$ cat config.mk
export PLATFORM = sky130hd
export DESIGN_NAME = clap_command_controller
export DESIGN_NICKNAME = d
export VERILOG_FILES = /design/src/rtl/clap_command_controller.sv
export SDC_FILE = /design/constraint.sdc
export NUM_CORES = 1
export LEC_CHECK = 0
export CAP_MARGIN = 30
export CORE_MARGIN = 2
export CORE_UTILIZATION = 30
export CTS_BUF_LIST = sky130_fd_sc_hd__clkbuf_16
export CTS_CLUSTER_DIAMETER = 30
export CTS_CLUSTER_SIZE = 10
export DETAILED_ROUTE_END_ITERATION = 16
export HOLD_SLACK_MARGIN = 0.06
export SETUP_SLACK_MARGIN = 0.4
export SLEW_MARGIN = 25
export SYNTH_ARGS = -nofsm -noshare
export SYNTH_HDL_FRONTEND = slang
export SYNTH_SLANG_ARGS = --single-unit
$ cat constraint.sdc
create_clock -name clock -period 3.4 [get_ports clock]
set_input_delay 0.34 -clock clock [delete_from_list [all_inputs] [get_ports clock]]
set_output_delay 0.34 -clock clock [all_outputs]
set_load 0.01 [all_outputs]
$ cat src/rtl/clap_command_controller.sv
// Clap-count command controller: accepts one count, decodes it into a lamp command,
// then holds off further counts for a lockout window. Owns the lamp state and auto-off timer.
module clap_command_controller #(
  parameter int unsigned SUC_CLAPS_WIDTH = 16,
  parameter int unsigned TOGGLE_CLAPS    = 2,
  parameter int unsigned TIMER_CLAPS     = 3,
  parameter int unsigned OFF_CLAPS       = 4,
  parameter int unsigned TIMER_CYCLES    = 50000000,
  parameter int unsigned LOCKOUT_CYCLES  = 5000000
) (
  input  logic                       clock,
  input  logic                       nreset,
  input  logic [SUC_CLAPS_WIDTH-1:0] suc_claps_data,
  input  logic                       suc_claps_valid,
  output logic                       suc_claps_ready,
  output logic                       light_on,
  output logic                       timer_active,
  output logic                       cmd_event,
  output logic [1:0]                 cmd_code
);

  localparam int unsigned TIMER_W = (TIMER_CYCLES > 1) ? $clog2(TIMER_CYCLES) : 1;
  localparam int unsigned LOCK_W  = (LOCKOUT_CYCLES > 1) ? $clog2(LOCKOUT_CYCLES) : 1;

  localparam logic [1:0] CODE_NONE   = 2'd0;
  localparam logic [1:0] CODE_TOGGLE = 2'd1;
  localparam logic [1:0] CODE_TIMED  = 2'd2;
  localparam logic [1:0] CODE_OFF    = 2'd3;

  typedef enum logic [1:0] {
    IDLE    = 2'd0,
    DECODE  = 2'd1,
    LOCKOUT = 2'd2
  } state_t;

  state_t                     state;
  logic [SUC_CLAPS_WIDTH-1:0] count_q;
  logic                       decoded;
  logic [1:0]                 match_q;
  logic [TIMER_W-1:0]         timer_cnt;
  logic [LOCK_W-1:0]          lock_cnt;
  logic [1:0]                 match_c;

  // Full-width compare of the captured count; toggle wins over timer wins over off.
  always_comb begin
    match_c = CODE_NONE;
    if (count_q == SUC_CLAPS_WIDTH'(TOGGLE_CLAPS)) begin
      match_c = CODE_TOGGLE;
    end else if (count_q == SUC_CLAPS_WIDTH'(TIMER_CLAPS)) begin
      match_c = CODE_TIMED;
    end else if (count_q == SUC_CLAPS_WIDTH'(OFF_CLAPS)) begin
      match_c = CODE_OFF;
    end
  end

  always_ff @(posedge clock) begin
    if (!nreset) begin
      state           <= IDLE;
      count_q         <= '0;
      decoded         <= 1'b0;
      match_q         <= CODE_NONE;
      timer_cnt       <= '0;
      lock_cnt        <= '0;
      suc_claps_ready <= 1'b0;
      light_on        <= 1'b0;
      timer_active    <= 1'b0;
      cmd_event       <= 1'b0;
      cmd_code        <= CODE_NONE;
    end else begin
      cmd_event <= 1'b0;

      // Auto-off timer runs independently; a decode on the same edge overrides it below.
      if (timer_active) begin
        if (timer_cnt == '0) begin
          light_on     <= 1'b0;
          timer_active <= 1'b0;
        end else begin
          timer_cnt <= timer_cnt - TIMER_W'(1);
        end
      end

      case (state)
        IDLE: begin
          if (suc_claps_valid && suc_claps_ready) begin
            count_q         <= suc_claps_data;
            suc_claps_ready <= 1'b0;
            decoded         <= 1'b0;
            state           <= DECODE;
          end else begin
            suc_claps_ready <= 1'b1;
          end
        end

        // First DECODE edge registers the match, second one executes it.
        DECODE: begin
          if (!decoded) begin
            match_q <= match_c;
            decoded <= 1'b1;
          end else begin
            decoded  <= 1'b0;
            cmd_code <= match_q;
            case (match_q)
              CODE_TOGGLE: begin
                light_on     <= ~light_on;
                timer_active <= 1'b0;
              end
              CODE_TIMED: begin
                light_on     <= 1'b1;
                timer_active <= 1'b1;
                timer_cnt    <= TIMER_W'(TIMER_CYCLES - 1);
              end
              CODE_OFF: begin
                light_on     <= 1'b0;
                timer_active <= 1'b0;
              end
              default: begin
              end
            endcase
            if (match_q != CODE_NONE) begin
              cmd_event <= 1'b1;
              lock_cnt  <= LOCK_W'(LOCKOUT_CYCLES - 1);
              state     <= LOCKOUT;
            end else begin
              suc_claps_ready <= 1'b1;
              state           <= IDLE;
            end
          end
        end

        LOCKOUT: begin
          if (lock_cnt == '0) begin
            suc_claps_ready <= 1'b1;
            state           <= IDLE;
          end else begin
            lock_cnt <= lock_cnt - LOCK_W'(1);
          end
        end

        default: begin
          suc_claps_ready <= 1'b0;
          state           <= IDLE;
        end
      endcase
    end
  end

endmodule
Word-level counts from Yosys, hierarchy flattened:

Cells that the tools add are included.

* latch bits: 0
* bits in read-only memories: 0
* memories kept: 0
* memory bits (writable): 0
* flip-flop bits (word level): 76
* output and inout port bits: 6
* word-level logic and storage cells: 81
* bits of input ports: 19

* add/subtract/negate cells: 2
* multiplexer cells: 36
* bitwise operators: 2
* $mul: 0
* reductions and logical operators: 16
* equality and inequality tests: 14
* shifts and indexed selects: 0
* div/mod/pow operators: 0
* order comparisons: 0

Operators with widths (number)
* two-way mux 26 bit: 5
* two-way mux 23 bit: 3
* one-hot mux 23 bit (2 select lines): 1
* == test 16 x 2 -> 1 bit, second input constant: 2
* zero test 26 bit: 1
* subtractor 26 x 1 -> 26 bit, second input constant: 1
* zero test 23 bit: 1
* subtractor 23 x 1 -> 23 bit, second input constant: 1
* == test 16 x 3 -> 1 bit, second input constant: 1
* two-way mux 1 bit: 15
* two-way mux 2 bit: 7
* inequality test 2 bit, second input constant: 6
* AND reduction 3 bit: 3
* AND reduction 2 bit: 4
* == test 2 bit, second input constant: 3
* one-hot mux 1 bit (3 select lines): 2
* one-hot mux 2 bit (3 select lines): 1
* nonzero test 2 bit: 3
* == test 2 x 1 -> 1 bit, second input constant: 2
* one-hot mux 1 bit (2 select lines): 2
* AND reduction 4 bit: 1
* zero test 2 bit: 1
* inverter 1 bit: 2
* OR reduction 2 bit: 1
* logical AND 1 bit: 1

Logic depth before layout (Yosys ltp):

Gate-level depths: netlist of run 1.

* word-level depth: 6
* mapped depth: 11
* gate-level depth less buffers: 7

Worst setup path before layout of run 1:

Ideal clock, no wire load.

* path kind: register to register
* from: register lock_cnt[0]
* to: register suc_claps_ready
* arrival time: 2.447 ns
* required time: 3.299 ns
* path slack: 0.852 ns
* period minus slack after synthesis: 2.548 ns
* buffers on the path: 1
* cell stages (with the launch flop): 9
* library setup time: 0.101 ns
* path through: dfxtp_1 -> inv_1 -> ha_1 -> or4b_1 -> or4_4 -> buf_6 -> o21a_1 -> or3_1 -> o41ai_1

* longest elaborated chain between the ends: 3

RTL lines
* start, declared: line 41 `logic [LOCK_W-1:0] lock_cnt;`
* start signal, assigned: line 121 `lock_cnt <= LOCK_W'(LOCKOUT_CYCLES - 1);`
* start signal, assigned: line 135 `lock_cnt <= lock_cnt - LOCK_W'(1);`
* zero test 23 bit: line 131 `if (lock_cnt == '0) begin`
* inequality test 2 bit (no line)
* AND reduction 3 bit (no line)
* end signal, assigned: line 124 `suc_claps_ready <= 1'b1;`
* end signal, assigned: line 132 `suc_claps_ready <= 1'b1;`
* end signal, assigned: line 140 `suc_claps_ready <= 1'b0;`
* end, declared: line 15 `output logic suc_claps_ready,`

Every way passes these cells.
A chain may end at the register's enable or synchronous reset.

Final worst setup path of run 1:

* from: register lock_cnt[0]
* to: register lock_cnt[18]

* longest elaborated chain between the ends: 3
* elaborated cells between the ends (all ways): 6
* classes of those cells: add/sub (1); eq/ne (1); mux (2); reduce/logical (2)

RTL lines (line)
* subtractor 23 x 1 -> 23 bit or zero test 23 bit (tied branches): 135, 131
* two-way mux 23 bit or inequality test 2 bit (tied branches)
* one-hot mux 23 bit (2 select lines) or AND reduction 4 bit (tied branches)

Parallel ways exist; a longest one is shown, timed or not. The select of a mux whose other input is x is not followed.

==> results of run 1 <==
worst max path at each step:
stage / startpoint / end / slack (ns)
3_5_place_dp: lock_cnt[0] / lock_cnt[11] / 0.53
2_1_floorplan: lock_cnt[0] / suc_claps_ready / 0.85
4_1_cts: timer_cnt[0] / timer_cnt[3] / 0.50
5_1_grt: lock_cnt[0] / lock_cnt[18] / 0.50
6_report: lock_cnt[0] / lock_cnt[18] / 0.71
3_3_place_gp: lock_cnt[0] / lock_cnt[11] / 0.65
power by group:
| part | switching, mW | total, mW | internal (mW) | leakage, nW |
|---|---|---|---|---|
| clock network | 0.339 | 0.815 | 0.476 | 0.130 |
| logic | 0.0682 | 0.120 | 0.0521 | 0.872 |
| registers | 0.0160 | 0.926 | 0.910 | 0.614 |
| total | 0.424 | 1.86 | 1.44 | 1.62 |
cells in the mapped netlist (all sizes together), types with 7 or more instances:
library cell / count
a21oi: 44
nand2: 56
or3: 29
or4: 24
o211ai: 7
o31ai: 12
nor2: 21
nor3: 14
a31oi: 16
nand3: 11
o21ai: 28
clkbuf: 21
dfxtp: 76
inv: 12
nor4: 10
critical path: stages, from the launching register on:
cell and delay (ns):
sky130_fd_sc_hd__dfxtp_1 0.33, sky130_fd_sc_hd__inv_1 0.08, sky130_fd_sc_hd__ha_1 0.22, sky130_fd_sc_hd__or4b_1 0.48, sky130_fd_sc_hd__or4_4 0.60, sky130_fd_sc_hd__o211ai_1 0.49
sky130_fd_sc_hd__nor4_1 0.09, sky130_fd_sc_hd__o31a_1 0.29
timing repair:
item	4_1_cts	5_1_grt
setup buffers	0	1
endpoints found under the setup margin	0	4
gates resized for setup	0	1
metal layers:
| layer | wire [um] | track usage [%] |
|---|---|---|
| met3 | 333 | 2.79 |
| met4 | 92 | 5.22 |
| met1 | 4200 | 18.9 |
| met2 | 3890 | 21.3 |
| met5 | 0 | 0 |
layout by cell type, fill, tap and decap left out, types with 2 or more instances in the layout:
master,count
sky130_fd_sc_hd__a21oi_1,44
sky130_fd_sc_hd__a31oi_1,16
sky130_fd_sc_hd__clkdlybuf4s50_1,24
sky130_fd_sc_hd__o211ai_1,7
sky130_fd_sc_hd__dfxtp_1,76
sky130_fd_sc_hd__o31ai_1,12
sky130_fd_sc_hd__or4_4,2
sky130_fd_sc_hd__a311oi_1,3
sky130_fd_sc_hd__nand4_1,5
sky130_fd_sc_hd__ha_1,6
sky130_fd_sc_hd__o21ai_0,27
sky130_fd_sc_hd__o41ai_1,2
sky130_fd_sc_hd__nor4_1,9
sky130_fd_sc_hd__clkbuf_16,9
sky130_fd_sc_hd__nand2b_1,3
sky130_fd_sc_hd__nor2b_1,3
sky130_fd_sc_hd__o21a_1,6
sky130_fd_sc_hd__xnor2_1,5
sky130_fd_sc_hd__xor2_1,4
sky130_fd_sc_hd__o31a_1,6
sky130_fd_sc_hd__nor2_1,21
sky130_fd_sc_hd__buf_4,5
sky130_fd_sc_hd__or4_1,22
sky130_fd_sc_hd__nand3_1,11
sky130_fd_sc_hd__nand2_1,56
sky130_fd_sc_hd__or3_1,29
sky130_fd_sc_hd__or2_2,6
sky130_fd_sc_hd__o211a_1,2
sky130_fd_sc_hd__inv_1,15
sky130_fd_sc_hd__clkinv_1,2
sky130_fd_sc_hd__and3_1,4
sky130_fd_sc_hd__a211oi_1,2
sky130_fd_sc_hd__nor3_1,13
registers in the layout (all words and copies together) (netlist names):
signal           flops
timer_cnt           26
lock_cnt            23
count_q             16
cmd_code             2
match_q              2
state                2
cmd_event            1
decoded              1
light_on             1
suc_claps_ready      1
timer_active         1
kinds of logic after synthesis:
kind of cell / count (synthesis)
buffers and inverters: 39
AO/OA/AOI/OAI: 133
multiplexers: 1
flip-flops: 76
adder cells (fa/ha/maj): 6
AND/OR/NAND/NOR: 191
XOR/XNOR: 9
layout make-up:
type	instances	share of cell area, %
clock buffers	9	5.23
clock inverters	6	0.610
inverters	12	1.05
multi-input cells	340	47.1
flip-flops and latches	76	35.3
well taps	147	4.27
repair buffers	29	6.45
==> metrics, run 1 <==
post-route setup slack between 0.7 and 0.8 ns; overall die width 115 um; I/O pins 25; number of instances on the worst hold path 2; Reg-to-Reg End lock_cnt[18]; number of buffers inserted by port buffering 24; Diodes inserted 0; portion of netlist area occupied by mux cells less than 1%; dominant combinational cell family by area after synthesis simple AND/OR/NAND/NOR gates; Synthesized Nets 480; chip height between 100 and 150 um; number of standard-cell rows in the floorplan 40; Skew-Pair Late Insertion Delay approximately 0.33 ns; Layout Area Growth over Synthesis 16.4%; Starting Density a little under a third; placed instance area ~4000 um^2; number of library cell types mapped by synthesis 46; sequential cell area 1520 um^2; Worst Hold Path EP count_q[6]; xor and xnor fraction of the mapped netlist area 2.13%; compound-gate portion of the synthesized area 22.4%; Main synth FF type sky130_fd_sc_hd__dfxtp_1; antenna violations before repair 0; die area roughly 13000 um^2; global-route wire length before repair around 15000 um; CP Data Required Time roughly 3.6 ns; Least-Margin Pin Slew 0.644 ns; number of nets with antenna violations after detailed routing 0; clock-pin slew on the worst setup and hold paths around 0.05 ns; total wirelength of the detailed-routed design approximately 8500 um; Pre-antenna DRT Iters 4; Num CTS Buffers 9; power per unit of standard cell area roughly 430 nW/um^2; reg-to-reg startpoint lock_cnt[0]; global-route usage over all layers about 14%; detailed-placement wirelength estimate 5910 um; cell area after synthesis 3700 um^2; sequential cell area fraction in the yosys report just over 40%; headroom to the max-slew limit a little under three fifths; pin count of the biggest net entering global routing 44; deepest level of the CTS H-tree 3; reg2reg setup slack between 0.7 and 0.8 ns; status complete, no violations; number of instances in the placed design about 600; fill cell total of the finished layout 1242; clock tree buffer depth 2; class of the most critical setup path flop to flop; Initial DRC Count approximately 200; shortest period the worst path allows 2.69 ns; share of synthesized cell area in full adder, half adder and majority cells 2.03%; number of warnings printed during yosys synthesis 0; number of failing hold endpoints at the final stage 0; share of Yosys cell area claimed by the top area cell type between 40 and 50%; fraction of layout cells with a size suffix above 1 under 10%; vias in the first global route around 3.2k; Slew Limit Fails 0; CP Data Arrival Time between 2 and 3 ns; kind of launch point of the worst setup path flop; path type of the worst min-delay path flop to flop; top post-synthesis cells by area sky130_fd_sc_hd__dfxtp_1, sky130_fd_sc_hd__a21oi_1, sky130_fd_sc_hd__nand2_1; area share of and/or/nand/nor cells after synthesis 27.7%; final count of negative-setup-slack endpoints 0; Hold Crit Start count_q[6]; Worst IR Drop VDD roughly 0.20 mV; cell area after layout 4310 um^2; number of enable flip-flop cells after synthesis 0; max-cap violation count 0; setup tns final 0 ns; multi-input gate area in the final layout approximately 2000 um^2; post-route insts no fill slightly above 600; leakage power between 1.5 and 2 nW; total global routing overflow 0; highest clock rate 372 MHz; largest fanout of any net on the critical path 10; Wirelength per Cell 13.8 um; number of buffers inserted for hold repair after clock tree synthesis 0; #FFs+latches synth 76; per-instance average area after synthesis slightly above 8 um^2; number of clock sinks 76; Setup crit end kind flop; biggest area consumer among synthesized cells sky130_fd_sc_hd__dfxtp_1; Final nets a little under 500; GPL Wtd Cong 0.837; Worst Reg2Reg Path Length in Cells 7; Placement Setup Slack 0.534 ns; WHS around 0.46 ns; clock tree from TritonCTS yes; CTS root buffer sky130_fd_sc_hd__clkbuf_16; RSZ-0062 raised after global routing no; via-per-instance ratio 5.40; asr flop ratio synth 0%; sum of internal, switching and leakage power approximately 1.9 mW; remaining design rule violation count 0; final worst path period share just under 80%; core occupancy in the finished layout between 30 and 40%; via count around 3.3k; Post-Synthesis Cells 455; worst clock skew about 0.005 ns; area of the core between 10000 and 15000 um^2
(Power assumes the default switching activity.)
==> inputs of run 2 (changes only) <==
Clock period 3.4 ns to 2.2 ns, I/O delays scaled along.
==> run 2 against run 1 <==
Effect of this change: the flow now finishes with violations (negative setup slack); sequential share of layout area down 8.2 points; cell area up 32%; fmax up 13%; critical path depth down 2; cell count up 15%; clock power up 66%; non-clock buffer count up 90.
==> metrics, run 2 (same netlist as run 1, synthesis figures left out) <==
register share of total power 47.7% (-2.0 points); clock tree buffer depth 2 (unchanged); dominant cell type by count on the critical path sky130_fd_sc_hd__or4_4; Worst IR Drop VDD 0.598 mV (+200%); highest clock rate 421 MHz (+13%); logic depth of the worst path, buffers included 5 (-2); global-route usage over all layers 17.0% (+3.2 points); Num CTS Buffers 9 (unchanged); Starting Density 30.8% (unchanged); RSZ-0062 raised after global routing yes; vias in the first global route 3810 (+21%); headroom to the max-slew limit 60.3% (+3.4 points); Least-Margin Pin Slew 0.593 ns (-0.0505 ns); deepest level of the CTS H-tree 3 (unchanged); end of the critical path suc_claps_ready; Hold Crit Start suc_claps_data[0]; I/O pins 25 (unchanged); CP Data Required Time 2.45 ns (-1.17 ns); placed instance area 4640 um^2 (+15%); reg-to-reg startpoint lock_cnt[5]; shortest period the worst path allows 2.38 ns (-0.312 ns); number of nets with antenna violations after detailed routing 0 (unchanged); Layout Area Growth over Synthesis 53.3%; path type of the worst min-delay path primary input to flop; M1 GR Usage 20.2% (+1.3 points); class of the most critical setup path flop to flop; worst path bufs/invs 0 (-1); number of standard-cell rows in the floorplan 40 (unchanged); Top delay family on crit path simple AND/OR/NAND/NOR gates; CP Data Arrival Time 2.62 ns (-0.29 ns); Final nets 583 (+18%); fraction of layout cells with a size suffix above 1 36.6% (+30 points); CTS root buffer sky130_fd_sc_hd__clkbuf_16; largest fanout of any net on the critical path 3 (-7); max-cap violation count 0 (unchanged); number of clock sinks 76 (unchanged); met2 Use GR 28.6% (+7.3 points); leakage power 2.24 nW (+39%); clock share of power 45.1% (+1.3 points); worst clock skew 0.00795 ns (+0.00285 ns); Setup crit end kind flop; met3 usage in global routing 5.06% (+2.3 points); Internal Power 2.26 mW (+57%); proportion of power drawn by combinational gates 7.2% (+0.7 points); detailed-placement wirelength estimate 6860 um (+16%); die area 13200 um^2 (unchanged); Initial DRC Count 132 (-33%); Pre-antenna DRT Iters 6 (+2); GPL Wtd Cong 0.827 (-1.2%); cell area after layout 5670 um^2 (+32%); Worst Reg2Reg Path Length in Cells 5 (-2); cells along the critical path or4_4, or4_4, o21a_1, or3_1, o41ai_2; number of failing hold endpoints at the final stage 0 (unchanged); sum of internal, switching and leakage power 2.99 mW (+61%); total global routing overflow 0 (unchanged); post-route setup slack -0.177 ns (-0.888 ns); Reg-to-Reg End suc_claps_ready; commonest cells after routing, fill and taps aside sky130_fd_sc_hd__dfxtp_1, sky130_fd_sc_hd__buf_4, sky130_fd_sc_hd__nand2_1; Most flops, register timer_cnt; final count of negative-setup-slack endpoints 35 (+35); net switching share of the total power 24.5% (+1.7 points); number of buffers inserted by port buffering 24 (unchanged); post-route insts no fill 710 (+15%); GR peak layer met2; pin count of the biggest net entering global routing 31 (-30%); Diodes inserted 0 (unchanged); highest cell delay on the worst timing path 0.57 ns (-0.03 ns); power per unit of standard cell area 527 nW/um^2 (+22%); status complete, but fails checks; largest registers timer_cnt x26, lock_cnt x23, count_q x16; chip height 115 um (unchanged); setup tns final -2.88 ns (-2.88 ns); Skew-Pair Late Insertion Delay 0.34 ns (about the same); reg2reg setup slack -0.18 ns (-0.89 ns); total wirelength of the detailed-routed design 10500 um (+24%); number of flip-flops in the largest register 26 (unchanged); violated checks negative setup slack; crit path max-delay cell type sky130_fd_sc_hd__or4_4; via-per-instance ratio 5.41 (+0.34%); clock-pin slew on the worst setup and hold paths 0.06 ns (about the same); via count 3844 (+15%); final worst path period share 108% (+29 points); net switching power 0.733 mW (+73%); Slew Limit Fails 0 (unchanged); remaining design rule violation count 0 (unchanged); Wirelength per Cell 14.9 um (+7.9%); overall die width 115 um (unchanged); WHS 0.424 ns (-0.0315 ns); critical path startpoint lock_cnt[5]; number of instances in the placed design 657 (+9.0%); clock tree from TritonCTS yes; area of the core 12000 um^2 (unchanged); antenna violations before repair 0 (unchanged); global-route wire length before repair 17900 um (+21%); kind of launch point of the worst setup path flop; fill cell total of the finished layout 1118 (-10%)
==> run 2: changes by cell type in the layout (fill, tap and decap cells not counted), moves of 6 or more <==
cell	delta
sky130_fd_sc_hd__buf_4	+58
sky130_fd_sc_hd__buf_6	+24
sky130_fd_sc_hd__or4_1	-14
sky130_fd_sc_hd__or4_4	+14
sky130_fd_sc_hd__dfxtp_1	-13
sky130_fd_sc_hd__dfxtp_2	+12
sky130_fd_sc_hd__o21ai_0	-10
sky130_fd_sc_hd__inv_1	-8
sky130_fd_sc_hd__buf_12	+6
sky130_fd_sc_hd__nor3_1	-6
==> run 2: cell type report <==
type	instances	area, um^2	share of cell area [%]
Clock buffer	9	225	3.97
Timing Repair Buffer	119	1160	20.4
Clock inverter	7	43.8	0.772
Tap cell	147	184	3.24
Multi-Input combinational cell	340	2480	43.7
Sequential cell	76	1540	27.1
Inverter	12	45.0	0.794
==> run 2: worst min path at each step <==
stage                              to  cells past startpoint
after detailed placement  count_q[14]                      2
after global routing      count_q[12]                      3
after global placement     count_q[9]                      2
after floorplan           count_q[10]                      2
final                      count_q[0]                      3
after CTS                  count_q[1]                      3
==> run 2: worst reg2reg max path, delay by kind of cell (launching register included) <==
kind             cells  cell delay, ns
AND/OR/NAND/NOR      3            1.43
flip-flops           1            0.32
AO/OA/AOI/OAI        2            0.54
==> run 2: stage by stage <==
step	setup slack, ns	util (%)
final	-0.177	47.2
after global routing	-0.257	47.2
after CTS	-0.189	45.5
after detailed placement	-0.182	38.6
after global placement	-0.118	38.6
after floorplan	-0.208	-
==> run 2: what timing repair did <==
item / CTS / global route
hold buffers: 0 / 0
endpoints found under the hold margin: 0 / 0
resized for setup: 61 / 38
cloned: 3 / 0
buffers inserted: 27 / 7
pin swaps: 26 / 31
setup endpoints to repair: 55 / 55
==> run 2: power groups by stage <==
| stage | logic [mW] | clock network (mW) | registers, mW |
|---|---|---|---|
| detailed placement | 0.204 | 0 | 1.46 |
| global placement | 0.201 | 0 | 1.45 |
| floorplan | 0.119 | 0 | 1.45 |
| CTS | 0.211 | 1.38 | 1.42 |
| global route | 0.241 | 1.44 | 1.43 |
| finish | 0.215 | 1.35 | 1.43 |
==> run 2: metal layers <==
| layer | vias to the layer above | share of wire, % |
|---|---|---|
| met1 | 1844 | 44 |
| met2 | 81 | 49 |
| met5 | - | 0 |
| met4 | 0 | 2.2 |
| met3 | 17 | 3.9 |
| li1 | 1902 | - |
==> variant 1 (settings of run 2) <==
Encoding of `state_t`: now one-hot (3 bits for 3 states).
--- a/src/rtl/clap_command_controller.sv
+++ b/src/rtl/clap_command_controller.sv
@@ -28,8 +28,8 @@
   localparam logic [1:0] CODE_OFF    = 2'd3;
 
-  typedef enum logic [1:0] {
-    IDLE    = 2'd0,
-    DECODE  = 2'd1,
-    LOCKOUT = 2'd2
+  typedef enum logic [2:0] {
+    IDLE    = 3'b001,
+    DECODE  = 3'b010,
+    LOCKOUT = 3'b100
   } state_t;
 
Formal check against the unedited RTL: no difference found for any inputs over 10 cycles, from zero or initial values and one cycle with nreset low; not proved beyond that.
==> variant 1 against run 2 <==
  * The flow still finishes with violations (negative setup slack)
  * Global-route usage shrank 1.9 points
  * Worst setup slack gained 0.12 ns
  * Design area shrank 6.8%
  * Largest power group is now clock
  * Synthesized area shrank 2.0%
  * Wire length shrank 7.9%
  * Via count shrank 9.9%
  * Sequential cell count grew 1
  * Largest cell class unchanged
  * Total power grew 3.8%
==> variant 1: results <==
export IMPL_worst_pin_slew_ns=0.510
export IMPL_clock_skew_final_ns=0.00759
export IMPL_place_inst=614
export IMPL_dp_slack_ns=-0.117
export IMPL_grt_max_degree=30
export IMPL_drive_gt1_share_pct=34.4
export IMPL_drtPass1Iterations=4
export IMPL_critPathMaxFanout=7
export IMPL_status="finished, violations left"
export IMPL_hp_class="in -> reg"
export IMPL_syn_nets=448
export IMPL_violations="negative setup slack"
export IMPL_viasPerCell=5.26
export IMPL_setup_tns_ns=-0.0925
export IMPL_cp_arrival_ns=2.47
export IMPL_ys_top_cells_by_count="dfxtp_1, a21oi_1, nand2_1"
export IMPL_synth_area_leaders="dfxtp_1, a21oi_1, nand2_1"
export IMPL_synth_seq_area_share_pct=42.5
export IMPL_peakVddDrop_v=0.000337
export IMPL_nets=528
export IMPL_netlist_area_leader_share_pct=42.5
export IMPL_place_gp_congestion=0.799
export IMPL_rr_startpoint="lock_cnt[1]$_SDFFE_PN0P_"
export IMPL_place_area_um2=4390
export IMPL_grt_pass1_wl_um=15900
export IMPL_drt_iter0_markers=151
export IMPL_setup_ws_ns=-0.0568
export IMPL_synthCells=427
export IMPL_setup_viol=3
export IMPL_grt_pass1_vias=3394
export IMPL_avgRoutedWirePerCell_um=14.7
export IMPL_synth_cell_types=60
export IMPL_antenna_found_initial=0
export IMPL_grt_use_total_pct=15.1
-- variant 1: changes by cell type in the layout (fill, tap and decap cells not counted), sizes merged, moves of 4 or more --
cell,run 2,this run
o21a,6,2
buf,95,63
nor2,21,35
nand2,56,51
o21ai,28,15
a21oi,44,53
nor4b,0,4
o31a,6,0
nand3b,0,5
or3,29,12
ha,6,2
a31oi,16,10
xor2,4,19
or4,24,16
-- variant 1: cell type report --
type	count	area, µm²
sequential	77	1570
clock buffer	9	225
timing repair buffer	87	776
fill	1132	6620
multi-input combinational	325	2420
inverter	7	28.8
clock inverter	7	81.3
tap	147	184
-- variant 1: final timing paths --
kind / to / slack, ns / cells after the start
worst max-delay path: lock_cnt[5]$_SDFFE_PN0P_ / -0.06 / 8
worst min-delay path: count_q[13]$_SDFFE_PN0P_ / 0.43 / 3
worst max register to register: lock_cnt[5]$_SDFFE_PN0P_ / -0.06 / 8
worst min register to register: count_q[12]$_SDFFE_PN0P_ / 0.46 / 2
-- variant 1: worst reg2reg max path, cell delays in order (launching register included) --
cell      delay (ns)
dfxtp_2         0.32
inv_2           0.06
ha_4            0.13
or4b_4          0.47
or4_4           0.57
o211ai_1        0.20
buf_4           0.15
xor2_1          0.16
a21oi_1         0.09
-- variant 1: logic make-up (layout without fill, tap and decap cells) --
family	Yosys count	after routing	synth area share, %
AOI/OAI and AO/OA	111	111	18.8
xor gates and xnor gates	27	27	6.52
adders and majority gates	2	2	0.690
buffers and inverters	27	110	3.28
DFF	77	77	42.5
muxes	1	1	0.276
and+or+nand+nor	182	184	28.0
-- variant 1: timing repair --
action                                  4_1_cts  5_1_grt
hold buffers                                  0        0
gates cloned                                  3        1
buffers inserted                             16        9
endpoints found under the setup margin       45       53
pin swaps                                    34       45
resized for setup                            36       59
-- variant 1: report_power, final --
part / internal, mW / total (mW) / leakage (nW) / switching (mW)
sequential: 1.41 / 1.44 / 0.632 / 0.0236
clock: 0.892 / 1.50 / 0.147 / 0.612
combinational: 0.0772 / 0.163 / 1.16 / 0.0858
-- variant 1: per-layer routing --
layer	routed length [µm]	global-route usage, %	up-vias
met5	0	0	-
met4	139	5.20	0
met3	374	3.83	12
met1	4310	18.8	1654
met2	4880	25.2	70
li1	-	-	1729
==> variant 2 (config.mk and constraints of run 2) <==
Made on the original files. Change the parameter `TIMER_CYCLES` from 50000000 to 25000000.
--- a/src/rtl/clap_command_controller.sv
+++ b/src/rtl/clap_command_controller.sv
@@ -6,5 +6,5 @@
   parameter int unsigned TIMER_CLAPS     = 3,
   parameter int unsigned OFF_CLAPS       = 4,
-  parameter int unsigned TIMER_CYCLES    = 50000000,
+  parameter int unsigned TIMER_CYCLES    = 25000000,
   parameter int unsigned LOCKOUT_CYCLES  = 5000000
 ) (
Check against the original RTL: same outputs for any inputs over 10 cycles, from zero or initial values and one cycle with nreset low; that may be too few to reach the edited logic, so the function may still have changed.
==> variant 2 against run 2 <==
  * Wire length increased by 4.8%
  * Sequential cell count down 1
  * Synthesized cell count down 2.6%
  * Critical path depth did not move
  * Total power fell by 2.9%
  * Clock power decreased by 4%
  * Maximum frequency increased by 13%
  * Die area up 2.7%
  * Worst setup slack gained 0.28 ns
  * Synthesized area rose by 2.8%
  * Design area is 1.5% higher
  * Largest power group unchanged
  * Highest routed layer unchanged
==> variant 2: results <==
export IMPL_status="completed"
export IMPL_syn_nets=468
export IMPL_reg2regPathDepth=5
export IMPL_synth_warnings=0
export IMPL_grt_pass1_vias=3506
export IMPL_dr_wl_met3_um=400
export IMPL_worst_pin_slew_ns=0.577
export IMPL_critPathMaxFanout=3
export IMPL_power_clock_mw=1.30
export IMPL_nets=570
export IMPL_use_met3_pct=4.00
export IMPL_cp_arrival_ns=2.36
export IMPL_place_inst=647
export IMPL_grt_max_degree=23
export IMPL_place_area_um2=4500
export IMPL_fillers=1188
export IMPL_wl_met1_um=4840
export IMPL_grt_pass1_wl_um=16600
export IMPL_synth_fa_ha_area_share_pct=1.97
export IMPL_synth_area_leaders="dfxtp_1, nand2_1, a21oi_1"
export IMPL_synth_compound_area_share_pct=20.0
export IMPL_clock_skew_final_ns=0.00634
export IMPL_r2r_end="state[1]$_SDFFE_PN0P_"
export IMPL_ys_top_cells_by_count="dfxtp_1, nand2_1, a21oi_1"
export IMPL_syn_avg_cell_area_um2=8.59
export IMPL_insertion_delay_ns=0.34
export IMPL_min_from="suc_claps_data[2]"
export IMPL_grt_use_total_pct=15.3
export IMPL_viasPerCell=5.26
export IMPL_drive_gt1_share_pct=38.6
export IMPL_grtUsageMet2_pct=26.5
export IMPL_power_static_leakage_nw=2.26
export IMPL_synth_seq_area_share_pct=39.4
export IMPL_ff2ff_setup_slack_ns=0.10
export IMPL_fmax_ghz=0.476
export IMPL_synth_mux_area_share_pct=0.263
export IMPL_p_int_mw=2.21
export IMPL_dp_slack_ns=-0.00153
export IMPL_power_density_nw_per_um2=504
export IMPL_drtPass1Iterations=4
export IMPL_holdWs_ns=0.431
export IMPL_synth_cell_types=59
export IMPL_avgRoutedWirePerCell_um=15.3
export IMPL_crit_start="lock_cnt[8]$_SDFFE_PN0P_"
export IMPL_grt_use_met1_pct=18.4
export IMPL_hold_path_end="count_q[2]$_SDFFE_PN0P_"
export IMPL_top_regs="timer_cnt: 25 flops, lock_cnt: 23 flops, count_q: 16 flops"
export IMPL_peakVddDrop_v=0.000335
export IMPL_dp_hpwl_um=6590
export IMPL_rr_startpoint="lock_cnt[8]$_SDFFE_PN0P_"
export IMPL_power_mw=2.90
[variant 2: changes by cell type in the layout (fill, tap and decap cells not counted), moves of 6 or more]
cell            run 2  this run
nor4_4              2        11
o21ai_0            17         6
buf_12              6         0
a21oi_1            39        31
xnor2_1             5        12
or3_1              24         8
dfxtp_1            63        56
o21a_1              5        14
a31oi_1            12         1
nor3_1              7        13
[variant 2: cell type report]
class	count	area share (%)
repair buffers	110	17.1
inverters	12	0.782
clock buffers	9	3.91
well taps	172	3.74
clock inverters	6	0.456
flip-flops and latches	75	26.7
multi-input cells	337	47.3
[variant 2: repair_timing]
item | CTS | global route
cloned | 0 | 3
pin swaps | 14 | 49
gates resized for setup | 50 | 70
setup endpoints to repair | 53 | 52
setup buffers | 25 | 31
